**src/rtl/line_word_reader.sv**
```systemverilog
// Word-read path for a 128-bit cache line: a hit returns a word from the data array, a miss
// returns a word from a line fill guarded by a watchdog. Also keeps saturating hit/miss counters.
module line_word_reader #(
  parameter int unsigned LINE_W  = 128,
  parameter int unsigned WORD_W  = 16,
  parameter int unsigned TIMEOUT = 64,
  parameter int unsigned CNT_W   = 16
) (
  input  logic              clk,
  input  logic              rst_n,
  input  logic              req_read_i,
  input  logic [3:0]        req_offset_i,
  output logic              req_ready_o,
  output logic              arr_read_o,
  input  logic              arr_hit_i,
  input  logic [LINE_W-1:0] arr_line_i,
  output logic              fill_req_o,
  input  logic              fill_done_i,
  input  logic [LINE_W-1:0] fill_line_i,
  output logic              rsp_valid_o,
  output logic [WORD_W-1:0] rsp_rdata_o,
  output logic              rsp_err_o,
  input  logic              rsp_ack_i,
  output logic [CNT_W-1:0]  hit_count_o,
  output logic [CNT_W-1:0]  miss_count_o
);

  localparam int unsigned TmoW = $clog2(TIMEOUT);
  localparam logic [TmoW-1:0] TmoLast = TmoW'(TIMEOUT - 1);

  typedef enum logic [2:0] {StIdle, StLookup, StCheck, StFill, StResp} state_e;

  state_e             state_q, state_d;
  logic [2:0]         idx_q, idx_d;
  logic [TmoW-1:0]    tmo_q, tmo_d;
  logic [WORD_W-1:0]  data_q, data_d;
  logic               err_q, err_d;
  logic [CNT_W-1:0]   hit_q, hit_d;
  logic [CNT_W-1:0]   miss_q, miss_d;

  // Word k sits at bits [WORD_W*k +: WORD_W], low byte first.
  function automatic logic [WORD_W-1:0] word_sel(input logic [LINE_W-1:0] line,
                                                 input logic [2:0] idx);
    int unsigned base;
    base = int'(idx) * WORD_W;
    return line[base +: WORD_W];
  endfunction

  always_comb begin
    state_d = state_q;
    idx_d   = idx_q;
    tmo_d   = tmo_q;
    data_d  = data_q;
    err_d   = err_q;
    hit_d   = hit_q;
    miss_d  = miss_q;
    unique case (state_q)
      StIdle: begin
        if (req_read_i) begin
          idx_d   = req_offset_i[3:1];
          state_d = StLookup;
        end
      end
      StLookup: state_d = StCheck;
      StCheck: begin
        if (arr_hit_i) begin
          data_d  = word_sel(arr_line_i, idx_q);
          err_d   = 1'b0;
          if (hit_q != '1) hit_d = hit_q + 1'b1;
          state_d = StResp;
        end else begin
          if (miss_q != '1) miss_d = miss_q + 1'b1;
          tmo_d   = '0;
          state_d = StFill;
        end
      end
      StFill: begin
        // A fill landing in the final watchdog cycle still returns data.
        if (fill_done_i) begin
          data_d  = word_sel(fill_line_i, idx_q);
          err_d   = 1'b0;
          state_d = StResp;
        end else if (tmo_q == TmoLast) begin
          data_d  = '0;
          err_d   = 1'b1;
          state_d = StResp;
        end else begin
          tmo_d = tmo_q + 1'b1;
        end
      end
      StResp: begin
        if (rsp_ack_i) state_d = StIdle;
      end
      default: state_d = StIdle;
    endcase
  end

  always_ff @(posedge clk or negedge rst_n) begin
    if (!rst_n) begin
      state_q <= StIdle;
      idx_q   <= '0;
      tmo_q   <= '0;
      data_q  <= '0;
      err_q   <= 1'b0;
      hit_q   <= '0;
      miss_q  <= '0;
    end else begin
      state_q <= state_d;
      idx_q   <= idx_d;
      tmo_q   <= tmo_d;
      data_q  <= data_d;
      err_q   <= err_d;
      hit_q   <= hit_d;
      miss_q  <= miss_d;
    end
  end

  assign req_ready_o  = (state_q == StIdle);
  assign arr_read_o   = (state_q == StLookup);
  assign fill_req_o   = (state_q == StFill);
  assign rsp_valid_o  = (state_q == StResp);
  assign rsp_rdata_o  = data_q;
  assign rsp_err_o    = err_q;
  assign hit_count_o  = hit_q;
  assign miss_count_o = miss_q;

endmodule
```
**config.mk**
```make
export PLATFORM = sky130hd
export DESIGN_NAME = line_word_reader
export DESIGN_NICKNAME = d
export VERILOG_FILES = /design/src/rtl/line_word_reader.sv
export SDC_FILE = /design/constraint.sdc
export NUM_CORES = 1
export LEC_CHECK = 0
export CAP_MARGIN = 0
export CORE_AREA = 2 2 123 125
export DETAILED_ROUTE_END_ITERATION = 16
export DIE_AREA = 0 0 125 127
export GPL_TIMING_DRIVEN = 0
export HOLD_SLACK_MARGIN = 0.12
export PLACE_DENSITY = 0.73
export SLEW_MARGIN = 0
export SYNTH_ARGS = -nofsm -noshare
export SYNTH_HDL_FRONTEND = slang
export SYNTH_SLANG_ARGS = --single-unit
```
**constraint.sdc**
```tcl
create_clock -name clk -period 3.8 [get_ports clk]
set_input_delay 1.14 -clock clk [delete_from_list [all_inputs] [get_ports clk]]
set_output_delay 1.14 -clock clk [all_outputs]
set_load 0.02 [all_outputs]
```
# After elaboration in Yosys (flattened, before gate mapping)

Index checks and enable logic that the tools add are counted.

Shift-type cells: 2
Bitwise gates (word level): 1
$add $sub $neg: 3
Mux-type cells: 18
Reduce and logical (&&, ||, !) cells: 8
Eq/ne operators: 14

Operator list:

| cell                    | number |
|---|---|
| $shiftx A128 B8 Y16     | 2 |
| $mux W16                | 3 |
| $add A16 B1 Y16 const B | 2 |
| $ne A16 B16 Y1 const B  | 2 |
| $pmux W16 S2            | 1 |
| $mux W6                 | 3 |
| $mux W3                 | 5 |
| $pmux W3 S5             | 1 |
| $pmux W6 S2             | 1 |
| $reduce_and A3 Y1       | 4 |
| $ne A2 B2 Y1 const B    | 5 |
| $add A6 B1 Y6 const B   | 1 |
| $eq A3 B2 Y1 const B    | 2 |
| $eq A6 B6 Y1 const B    | 1 |
| $reduce_and A4 Y1       | 1 |
| $eq A3 B1 Y1 const B    | 1 |
| $eq A3 B3 Y1 const B    | 1 |
| $logic_not A3 Y1        | 1 |
| $mux W1                 | 3 |
| $ne A3 B1 Y1 const B    | 1 |
| $ne A2 B1 Y1 const B    | 1 |
| $pmux W1 S2             | 1 |
| $reduce_and A2 Y1       | 1 |
| $reduce_bool A2 Y1      | 1 |
| $not A1 Y1              | 1 |

Word-level logic and storage cells: 53
Output and inout bits: 53
Flip-flop bits (word level): 61
Input bits: 266

# Depth between registers and ports, before layout

Depth in word-level cells: 4
Mapped depth: 7
Depth with buffers taken out: 6

# Least setup slack after synthesis

No wires, ideal clock.

Kind: input port to flip-flop
From: in arr_hit_i
To: reg miss_q[14] (netlist: miss_count_o[14])
Data required time: 3.672 ns
Setup time: 0.128 ns
Setup slack: 1.255 ns
Buffers on the path: 1
Cell stages on the path: 6
Arrival time: 2.418 ns
Cell sequence: or4b_1 > buf_6 > nor2_8 > nand4_2 > nor2_1 > mux2_1

Longest elaborated chain between the ends: 2

RTL lines:

| element                            | line | text |
|---|---|---|
| start: declaration                 | 15   | `input logic arr_hit_i,` |
| $not A1 Y1 (no source line)        | --   |  |
| $reduce_and A3 Y1 (no source line) | --   |  |
| end signal: assignment             | 114  | `miss_q <= miss_d;` |
| end: declaration                   | 39   | `logic [CNT_W-1:0] miss_q, miss_d;` |

Every way passes these cells.
A chain may end at the register's enable or synchronous reset.

# Worst setup path in the final report

From: reg state_q[2]
To: out fill_req_o

Longest elaborated chain between the ends: 1

RTL lines:

| element                  | line | text |
|---|---|---|
| start: declaration       | 33   | `state_e state_q, state_d;` |
| start signal: assignment | 100  | `state_q <= StIdle;` |
| start signal: assignment | 108  | `state_q <= state_d;` |
| $eq A3 B2 Y1             | 120  | `assign fill_req_o = (state_q == StFill);` |
| end: declaration         | 17   | `output logic fill_req_o,` |

Every way passes these cells.

==> impl_metrics.py <==
metrics = {
    "run_status": {
        "status": "completed",
    },
    "sta": {
        "timing.fmax_mhz": 331,
        "rsz0062_at_grt": "no",
        "worst_pin_slew_ns": 0.880,
        "slew_violations": 0,
        "min_period_ns": 3.02,
        "setup_ws_ns": 0.778,
        "finalHoldViolations": 0,
        "hold_ws_ns": 0.483,
        "period_share_pct": 79.5,
        "skew_ns": 0.00638,
        "setup_viol_count_final": 0,
        "slew_headroom_pct": 41.3,
    },
    "logic_synthesis": {
        "netlist_top_cells_area": "dfrtp_1 32%, mux4_2 15%, mux2i_1 10%",
        "synth_area_per_cell_um2": 11.0,
        "synth_nets": 707,
        "yosys_warnings": 0,
        "async_flop_share_pct": 100,
        "netlist_instances": 438,
        "yosys_register_bits": 61,
        "synth_top_area_cell": "dfrtp_1",
        "synth_seq_area_share_pct": 31.8,
        "synth_top_area_share_pct": 31.8,
        "synth_flop_cell": "dfrtp_1",
        "netlist_area_mm2": 0.00480,
        "synth.distinct_cells": 44,
        "synth_edf_count": 0,
    },
    "drt": {
        "drt-vias-per-instance": 5.21,
        "drc": 0,
        "drtAntennaViolNets": 0,
        "wl_mm": 19.4,
        "wl_per_cell_um": 20.3,
        "drtIter0Drc": 277,
        "drtPass1Iterations": 4,
        "dr_total_vias": 4980,
    },
    "grt": {
        "grt_use_met2_pct": 41.8,
        "track_usage_pct": 24.3,
        "antenna_found_initial": 0,
        "grt-ovfl-total": 0,
        "busiest_layer": "met2",
        "grt_max_degree": 33,
        "grtUsageMet3_pct": 6.11,
        "grt_pass1_wl_mm": 30.0,
        "grt_pass1_vias": 5404,
        "use_met1_pct": 30.4,
    },
    "placement": {
        "io_buffers": 317,
        "gp_congestion": 0.917,
        "placed_cell_area_mm2": 0.00822,
        "dp_slack_ns": 0.625,
        "detailed_place_hpwl_mm": 16.3,
        "post-place-cells": 940,
    },
    "layout": {
        "final_cell_area_mm2": 0.00854,
        "nets": 1036,
        "final_cell_mix": "316 x clkdlybuf4s50_1, 61 x dfrtp_1, 49 x mux2i_1, 41 x mux2_2",
        "layout.cells.most_common": "clkdlybuf4s50_1",
        "fillerInstances": 1227,
        "syn_to_final_growth_pct": 77.7,
        "diodes": 0,
        "final_cells": 956,
        "layout-drive-gt1-share_pct": 15.0,
    },
    "setup_path": {
        "critPathLaunch": "state_q[2]",
        "cp.arrival_ns": 1.88,
        "r2r_setup_slack_ns": 1.47,
        "reg2reg_to": "rsp_rdata_o[15]",
        "cp_slowest_stage_delay_ns": 0.62,
        "worstSetupPathType": "flip-flop to output port",
        "critical_path.max_fanout": 7,
        "end_kind": "output port",
        "worst_ep_required_time_ns": 2.66,
        "crit_slowest_cell": "clkdlybuf4s50_1",
        "r2r_cells": 6,
        "endpoint": "fill_req_o",
        "crit_chain": "nand3b_1, inv_1, clkdlybuf4s50_1",
        "r2r_start": "idx_q[1]",
        "crit_path_start_kind": "flip-flop",
    },
    "min_path": {
        "hp-class": "flip-flop to flip-flop",
        "min_path_cells": 1,
    },
    "cts": {
        "cts-buffers-inserted": 9,
        "cts_sinks": 61,
        "cts_tree": "done",
        "clock_latency_ns": 0.33,
        "clkTransAtPathRegs_ns": 0.05,
        "post-cts-setup-buffers": 0,
        "htreeDepth": 3,
        "cts_buffer_depth": 2,
        "root_buffer": "clkbuf_16",
        "cts_hold_buf": 0,
        "cts_resized": 0,
    },
    "power_and_ir_drop": {
        "powerDensity_mw_per_mm2": 558,
        "p_leak_nw": 3.55,
        "peakVddDrop_mv": 0.326,
    },
    "floorplanning": {
        "die_w_um": 125,
        "die_h_um": 127,
        "pin_count": 319,
        "fp-row-count": 44,
        "die_area_mm2": 0.0159,
        "start_util_pct": 33.3,
        "core-area_mm2": 0.0144,
    },
    "run": {
        "cap_violations": 0,
    },
}
## worst max-delay path, delay by kind of cell, from the launching register on
| kind | cells | cell delay, ns |
|---|---|---|
| buffers and inverters | 2 | 0.79 |
| flip-flops | 1 | 0.46 |
| AND/OR/NAND/NOR | 1 | 0.30 |
## registers in the layout (all words and copies together) (netlist names)
name and count:
rsp_err_o 1, state_q 3, rsp_rdata_o 16, idx_q 3, miss_count_o 16, tmo_q 6, hit_count_o 16
## cell type report
type	instances	area [um2]	share of cell area, %
Timing Repair Buffer	318	3190	37.3
Multi-Input combinational cell	344	3110	36.5
Sequential cell	61	1530	17.9
Tap cell	184	230	2.70
Clock buffer	10	229	2.68
Buffer	30	154	1.80
Clock inverter	6	87.6	1.03
Inverter	3	11.3	0.132
## report_power, final
part           total [mW]  switching, mW  internal (mW)
clock network       0.872          0.299          0.572
registers           0.968          0.144          0.824
logic                2.93           1.40           1.53
total                4.76           1.84           2.93
## logic make-up after synthesis
kind of cell / share of synthesized area (%)
fa+ha+maj: 0.781
compound gates: 10.3
buf+inv: 3.44
simple gates: 13.9
xor+xnor: 4.56
flops: 31.8
mux: 35.3
## synth_stat cells, types with 2 or more instances
master	count
dfrtp_1	61
mux2i_1	49
mux2_2	41
mux4_2	32
nor2_1	32
nand2_1	23
nor3_1	21
a22o_1	17
xnor2_1	17
a211o_1	16
o22ai_1	16
buf_2	15
nand3_1	14
clkbuf_1	9
nand4_1	8
xor2_1	8
and3_1	7
a21oi_1	6
nand2b_1	5
buf_4	4
a31oi_1	3
and2_1	3
and4_1	3
ha_1	3
inv_1	3
mux2_1	2
nor3b_1	2
o21ai_0	2
## layer usage
metal | share of wire, % | vias to the layer above | routed length (um)
met5 | 0 | - | 0
met4 | 2.4 | 0 | 458
met3 | 7.2 | 33 | 1400
met2 | 48 | 233 | 9370
met1 | 42 | 2370 | 8200
li1 | - | 2344 | -
## how the worst min path moves through the flow
stage,to,startpoint
floorplan,tmo_q[1],tmo_q[1]
global placement,rsp_rdata_o[0],rsp_rdata_o[0]
CTS,rsp_rdata_o[0],rsp_rdata_o[0]
finish,rsp_rdata_o[0],rsp_rdata_o[0]
detailed placement,rsp_rdata_o[0],rsp_rdata_o[0]
global route,rsp_rdata_o[4],rsp_rdata_o[4]
## per-stage QoR
| step | total power [mW] | setup TNS (ns) | util, % |
|---|---|---|---|
| finish | 4.76 | 0 | 59.2 |
| global route | 5.05 | 0 | 59.2 |
| CTS | 4.82 | 0 | 59.2 |
| detailed placement | 3.93 | 0 | 57.0 |
| global placement | 3.87 | -19.53 | 56.9 |
| floorplan | 2.82 | 0 | - |
Note: power is estimated with default switching activity, not from simulation.
